--- src/rtl/axis_burst_scheduler.sv ---
// ---------------------------------------------------------------------------
// axis_burst_scheduler
//
// Round-robin burst scheduler that shares one AXI4-Stream master among
// CHANNELS buffered sources. A source is granted only when its upstream FIFO
// reports at least cfg_burst words. The granted source then streams exactly
// the latched burst length, with tlast on the final word. After that the
// output is re-arbitrated starting from the channel after the last grant.
//
// Ports:
//   aclk, aresetn     clock, asynchronous active-low reset
//   cfg_enable        1 = new grants allowed (never aborts a running burst)
//   cfg_burst         burst length in words, 0 = no grants
//   s_count           packed per-channel FIFO occupancy
//   s_axis_*          packed per-channel AXI4-Stream slave inputs
//   m_axis_*          AXI4-Stream master output, tid = granted channel
//   sts_busy          1 while a burst is in progress
// ---------------------------------------------------------------------------
module axis_burst_scheduler #(
  parameter int AXIS_TDATA_WIDTH = 32,
  parameter int CNTR_WIDTH       = 10,
  parameter int CHANNELS         = 4,
  parameter int ID_WIDTH         = 2
) (
  input  logic                                 aclk,
  input  logic                                 aresetn,
  input  logic                                 cfg_enable,
  input  logic [CNTR_WIDTH-1:0]                cfg_burst,
  input  logic [CHANNELS*CNTR_WIDTH-1:0]       s_count,
  input  logic [CHANNELS*AXIS_TDATA_WIDTH-1:0] s_axis_tdata,
  input  logic [CHANNELS-1:0]                  s_axis_tvalid,
  output logic [CHANNELS-1:0]                  s_axis_tready,
  output logic [AXIS_TDATA_WIDTH-1:0]          m_axis_tdata,
  output logic                                 m_axis_tvalid,
  input  logic                                 m_axis_tready,
  output logic                                 m_axis_tlast,
  output logic [ID_WIDTH-1:0]                  m_axis_tid,
  output logic                                 sts_busy
);

  localparam int PTR_W = (CHANNELS > 1) ? $clog2(CHANNELS) : 1;
  localparam logic [CNTR_WIDTH-1:0] CNTR_ONE = 1;
  localparam logic [PTR_W-1:0]      PTR_ONE  = 1;
  localparam logic [PTR_W-1:0]      PTR_MAX  = PTR_W'(CHANNELS - 1);
  localparam logic [PTR_W:0]        SUM_WRAP = (PTR_W + 1)'(CHANNELS);

  typedef enum logic {
    ST_IDLE  = 1'b0,
    ST_BURST = 1'b1
  } state_t;

  state_t                r_state;
  logic [PTR_W-1:0]      r_ptr;
  logic [PTR_W-1:0]      r_grant;
  logic [CNTR_WIDTH-1:0] r_cnt;
  logic [CNTR_WIDTH-1:0] r_len;

  logic [CHANNELS-1:0]         w_elig;
  logic [AXIS_TDATA_WIDTH-1:0] w_src_data [CHANNELS];
  logic                        w_any;
  logic [PTR_W-1:0]            w_pick;
  logic [PTR_W:0]              w_sum;
  logic                        w_busy;
  logic                        w_last;
  logic                        w_xfer;

  // Per-channel unpacking, eligibility and ready steering
  genvar gi;
  generate
    for (gi = 0; gi < CHANNELS; gi++) begin : g_chan
      assign w_elig[gi] = cfg_enable && (cfg_burst != '0) &&
                          (s_count[gi*CNTR_WIDTH +: CNTR_WIDTH] >= cfg_burst);
      assign w_src_data[gi] = s_axis_tdata[gi*AXIS_TDATA_WIDTH +: AXIS_TDATA_WIDTH];
      assign s_axis_tready[gi] = w_busy && (r_grant == PTR_W'(gi)) && m_axis_tready;
    end
  endgenerate

  // Round-robin search ptr, ptr+1, ... with wrap. Scanning from the farthest
  // offset down lets the nearest eligible channel win by overwriting.
  always_comb begin
    w_any  = 1'b0;
    w_pick = r_ptr;
    w_sum  = '0;
    for (int k = CHANNELS - 1; k >= 0; k--) begin
      w_sum = {1'b0, r_ptr} + (PTR_W + 1)'(k);
      if (w_sum >= SUM_WRAP) begin
        w_sum = w_sum - SUM_WRAP;
      end
      if (w_elig[w_sum[PTR_W-1:0]]) begin
        w_any  = 1'b1;
        w_pick = w_sum[PTR_W-1:0];
      end
    end
  end

  // Output path is a pure pass-through of the granted source while bursting
  assign w_busy        = (r_state == ST_BURST);
  assign w_last        = w_busy && (r_cnt == (r_len - CNTR_ONE));
  assign m_axis_tvalid = w_busy && s_axis_tvalid[r_grant];
  assign m_axis_tdata  = w_busy ? w_src_data[r_grant] : '0;
  assign m_axis_tlast  = w_last;
  assign m_axis_tid    = w_busy ? ID_WIDTH'(r_grant) : '0;
  assign sts_busy      = w_busy;
  assign w_xfer        = m_axis_tvalid && m_axis_tready;

  // Control FSM. The counter stops at len-1, so len = 2^CNTR_WIDTH-1 is safe.
  always_ff @(posedge aclk or negedge aresetn) begin
    if (!aresetn) begin
      r_state <= ST_IDLE;
      r_ptr   <= '0;
      r_grant <= '0;
      r_cnt   <= '0;
      r_len   <= '0;
    end else begin
      case (r_state)
        ST_IDLE: begin
          if (w_any) begin
            r_state <= ST_BURST;
            r_grant <= w_pick;
            r_len   <= cfg_burst;
            r_cnt   <= '0;
          end
        end
        ST_BURST: begin
          // Config and counts are not re-checked: the burst always completes
          if (w_xfer) begin
            if (w_last) begin
              r_state <= ST_IDLE;
              r_cnt   <= '0;
              r_ptr   <= (r_grant == PTR_MAX) ? '0 : (r_grant + PTR_ONE);
            end else begin
              r_cnt <= r_cnt + CNTR_ONE;
            end
          end
        end
        default: r_state <= ST_IDLE;
      endcase
    end
  end

endmodule

--- config.mk ---
export PLATFORM = sky130hd
export DESIGN_NAME = axis_burst_scheduler
export DESIGN_NICKNAME = d
export VERILOG_FILES = /design/src/rtl/axis_burst_scheduler.sv
export SDC_FILE = /design/constraint.sdc
export NUM_CORES = 1
export LEC_CHECK = 0
export BUFFER_PORTS_ARGS = -buffer_cell sky130_fd_sc_hd__clkbuf_2
export CORE_UTILIZATION = 35
export CTS_CLUSTER_SIZE = 16
export DETAILED_ROUTE_END_ITERATION = 10
export HOLD_SLACK_MARGIN = 0.03
export PLACE_DENSITY = 0.75
export SLEW_MARGIN = 20
export SYNTH_ARGS = -nofsm -noshare
export SYNTH_HDL_FRONTEND = slang
export SYNTH_SLANG_ARGS = --single-unit
--- constraint.sdc ---
create_clock -name aclk -period 2.95 [get_ports aclk]
set_input_delay 0.4425 -clock aclk [delete_from_list [all_inputs] [get_ports aclk]]
set_output_delay 0.4425 -clock aclk [all_outputs]
set_load 0.005 [all_outputs]
* Word-level counts from Yosys, hierarchy flattened
Cells that the tools add are included.
** Word-level totals
- Bits in registers :: 25
- Word-level logic and storage cells :: 94
** Cells by class
- Eq/ne operators :: 6
- Muxes and demuxes :: 36
- Magnitude comparators :: 14
- Reduce and logical (&&, ||, !) cells :: 21
- Bitwise operators :: 2
- Add/sub/neg operators :: 10
** Operator list (count)
- 32-bit 2-to-1 mux :: 3
- 32-bit binary-select mux with 2-bit select :: 1
- 10-bit >= comparator :: 4
- 10-bit 2-to-1 mux :: 3
- 2-bit 2-to-1 mux :: 10
- 10-bit one-hot mux with 2 select lines :: 1
- 1-bit logical AND :: 16
- 2-bit by 3-bit less-than comparator with 1-bit output (second input constant) :: 5
- 3-bit >= comparator (second input constant) :: 4
- 1-bit 2-to-1 mux :: 12
- 10-bit by 1-bit adder with 10-bit output (second input constant) :: 1
- 1-bit binary-select mux with 2-bit select :: 5
- 10-bit == test :: 1
- 10-bit nonzero test :: 1
- 10-bit by 1-bit subtractor with 10-bit output (second input constant) :: 1
- 2-bit by 1-bit subtractor with 2-bit output (second input constant) :: 4
- 2-bit by 2-bit adder with 3-bit output (second input constant) :: 2
- 2-bit == test (second input constant) :: 2
- 2-bit AND reduction :: 2
- 2-bit by 1-bit adder with 3-bit output (second input constant) :: 1
- 2-bit by 3-bit >= comparator with 1-bit output (second input constant) :: 1
- 2-bit inverter with 3-bit output :: 1
- 3-bit AND reduction :: 1
- 2-bit by 1-bit adder with 2-bit output (second input constant) :: 1
- 6 further kinds :: 6

* Depth between registers and ports, before layout
- Word-level depth :: 11
- Gate-level depth with buffers :: 11
- Gate-level depth less buffers :: 9

* Worst setup path before layout
No wires, ideal clock.
- Kind :: input port to flip-flop
- Start :: input port cfg_burst[7]
- End :: register r_len[8]
- Data arrival time :: 2.553 ns
- Library setup time :: 0.125 ns
- Buffers on the path :: 2
- Setup slack :: 0.272 ns
- Stages :: 10
- Cells stage by stage :: inv_1 -> ha_1 -> a21oi_1 -> nor2_1 -> a2111oi_2 -> nand2_1 -> o41a_1 -> buf_2 -> clkbuf_1 -> mux2_2
** Between the ends
- Longest elaborated chain between the ends :: 10
- Elaborated cells between the ends (all ways) :: 23
- Classes of those cells :: 4 x order compare; 12 x mux; 7 x reduce/logical
** Ends and longest elaborated chain
- start: declaration :: RTL line 28 : input logic [CNTR_WIDTH-1:0] cfg_burst,
- branches (longest 8 deep; another with 10-bit >= comparator)
- 1-bit 2-to-1 mux (*) :: RTL line 89 : if (w_elig[w_sum[PTR_W-1:0]]) begin
- 2-bit AND reduction (no source line) (*)
- end signal: assignment :: RTL line 120 : r_len <= cfg_burst;
- end: declaration :: RTL line 56 : logic [CNTR_WIDTH-1:0] r_len;
Every way passes the cells marked *. The select of a mux whose other input is x is not followed.
A chain may end at the register's enable or synchronous reset.

* Worst setup path after layout
- Start :: register r_len[3]
- End :: output port m_axis_tlast
** Between the ends
- Longest elaborated chain between the ends :: 3
** Ends and longest elaborated chain
- 10-bit by 1-bit subtractor with 10-bit output :: RTL line 98 : assign w_last = w_busy && (r_cnt == (r_len - CNTR_ONE));
- 10-bit == test :: RTL line 98
- 1-bit logical AND :: RTL line 98
- end: declaration :: RTL line 36 : output logic m_axis_tlast,
Every way passes these cells.

==> key figures <==
Final layout
  – Layout Nets: 823
  – Layout cells sized above 1: 50.85%
  – P&R area growth vs syn: 38.95%
  – Fin util: 50.49%

Clock tree
  – Deepest clock path buffer count: 2
  – H-tree depth: 1
  – Clock root buffer: clkbuf_8
  – CTS sink cnt: 25
  – Cts bufs inserted: 3
  – CTS tree: built
  – Clock Latency Late Sink: 270 ps
  – CTS clk-pin slew, worst paths: 90 ps

Timing
  – Final slew viol count: 0
  – Fmax: 352.8 MHz
  – Worst-Margin Slew: 635.2 ps
  – Fin Clk Skew: 4.023 ps
  – Setup TNS: 0 ps
  – Hold Violations, Final: 0
  – Final period util: 96.10%
  – Slew headroom: 57.65%
  – Final setup violation count: 0
  – Tmin final: 2835 ps
  – RSZ-0062 raised after global routing: false

Floorplan
  – Area of the core: 0.009864 sq mm
  – Die ar.: 0.01065 sq mm
  – Die Height: 103.2 um
  – Cell Rows: 36
  – Starting Density: 36.34%
  – Die W: 103.2 um
  – I/O pin count: 227

Route
  – DR vias/cell: 5.373
  – Vias: 3890
  – 1st-pass router iterations: 5
  – Routed WL: 12100 um
  – DR WL/cell: 16.71 um
  – DRT antenna net count: 0
  – DRC viols: 0
  – Initial DRC count: 145

Logic synthesis
  – Asr flop ratio synth: 100.0%
  – Largest family of logic cells by synthesized area: multiplexers
  – Post-synthesis simple-gate area fraction: 20.59%
  – Xor/xnor share of the synthesized area: 3.665%
  – Synth Area in Compound Gates: 13.47%
  – Top cells by area, synth: mux4_2, dfrtp_1, ha_1
  – Sequential share of the synthesized area: 17.45%
  – Distinct cells, synth: 60
  – Cell with the most instances after synthesis: ha_1
  – Synthesis-stage register bit count: 25
  – Syn_nets: 596
  – Yosys warning count: 0
  – Yosys top cell area share: 20.73%
  – Post-Synth Adder-Cell Area: 16.06%
  – Syn Area/Cell: 9.848 sq um
  – Cells after Synth: 364
  – Synth top cells by count: ha_1, and2_1, mux4_2
  – Post-Synthesis Cell Area: 0.003585 sq mm
  – Area leader, netlist: mux4_2
  – Ys flop type: dfrtp_1
  – EDFF count, synth: 0
  – Post-synthesis mux area share: 24.40%

Worst setup path
  – Slowest-stage cell, CP: or4b_1
  – CP Launch Type: register
  – Arr. time, crit path: 2390 ps
  – Worst setup EP type: output port
  – WS Path Type: reg2out
  – Setup crit start: r_len[3]
  – Worst-path maximum fanout: 7
  – Largest stage delay on the critical path: 530 ps
  – Crit-path cells: nor4_4, nand2_2, or4b_1, a41oi_1, o211a_2, clkbuf_2
  – Required @ worst endpoint: 2510 ps
  – Worst R2R Start: r_len[3]

Power
  – Overall Power: 2.917 mW
  – Leak: 2.596 nW
  – Peak supply drop: 333.8 uV
  – PD cells: 585.6 mW/mm^2

Flow run
  – Max-cap viol count: 0

Global route
  – Total GRT Usage: 20.78%
  – First-pass GRT wire length: 17470 um
  – Vias in the first global route: 3697
  – Grt total ovfl: 0
  – Initial antenna violation count: 0
  – Largest net degree at the start of global routing: 36

Placed design
  – Number of buffers added on ports: 226
  – Post-DP HPWL: 10380 um
  – Routability Congestion: 0.9318

Hold path
  – Worst Hold Class: in2async

Status
  – Status: completed
## flip-flops by register name (all words and copies together), names as in the netlist
| name | flops |
|---|---|
| r_grant | 2 |
| sts_busy | 1 |
| r_len | 10 |
| r_cnt | 10 |
| r_ptr | 2 |
## logic make-up (layout without fill, tap and decap cells)
family | after synthesis | in the layout
AO/OA/AOI/OAI | 67 | 67
XOR/XNOR | 15 | 15
adder cells (fa/ha/maj) | 46 | 46
buffers and inverters | 39 | 265
flip-flops | 25 | 25
multiplexers | 44 | 44
other | 0 | 1
AND/OR/NAND/NOR | 128 | 128
## cell type report
cell class	count	area, sq um
fillers	936	4883
multi-input cells	300	2803
repair buffers	239	1254
flip-flops and latches	25	626.9
well taps	133	166.4
inverters	22	82.58
clock buffers	3	41.29
clock inverters	1	5.005
diodes	1	2.502
## power breakdown
group	switching, mW	internal [mW]
registers	0.180	0.445
clock network	0.114	0.0947
logic	0.884	1.20
## through the flow
stage / cell area [sq um] / std cells / hold WS [ps] / setup WS (ps)
floorplan: 3585 / 364 / 146.9 / 271.9
global placement: 4917 / 717 / 475.2 / 139.3
detailed placement: 4917 / 717 / 487.9 / 91.09
CTS: 4964 / 721 / 184.0 / 0.3617
global route: 4979 / 723 / 207.3 / 11.30
finish: 4981 / 724 / 171.4 / 115.2
## worst max-delay path: cells and delay by family (launching register included)
family / cells / cell delay [ps]
buffers and inverters: 1 / 150
AOI/OAI and AO/OA: 2 / 490
and+or+nand+nor: 3 / 1000
DFF: 1 / 470
## what timing repair did
action | 4_1_cts | 5_1_grt
resized for setup | 0 | 1
hold buffers | 0 | 0
setup buffers | 0 | 2
setup endpoints to repair | 0 | 1
## per-layer routing
metal	track usage [%]	part of all wire (%)	vias up
li1	-	-	1841
met1	28.32	44	1857
met2	35.85	49	168
met3	1.344	5.2	24
met4	5.417	1.7	0
met5	0	0	-
## placed cells by master, fill, tap and decap left out, drive strengths merged, types with 5 or more instances in the layout
| master | instances |
|---|---|
| and3 | 6 |
| a221o | 5 |
| ha | 46 |
| and2 | 37 |
| xor2 | 6 |
| nor2 | 18 |
| xnor2 | 9 |
| a21o | 5 |
| nand2b | 6 |
| nand3 | 11 |
| dfrtp | 25 |
| clkbuf | 229 |
| o21ai | 10 |
| mux4 | 33 |
| inv | 22 |
| nand2 | 23 |
| buf | 13 |
| a21oi | 16 |
| mux2 | 11 |
| nor4 | 6 |
## path summary, 6_finish.rpt
check	end	slack, ps	cells after the start
max in group asynchronous	r_grant[0]	2330	1
max reg2reg	r_cnt[6]	350	7
min	r_cnt[1]	170	1
max	m_axis_tlast	120	6
min in group aclk	r_len[1]	420	3
min reg2reg	r_len[9]	560	1
Power figures use the tool's default switching activity.
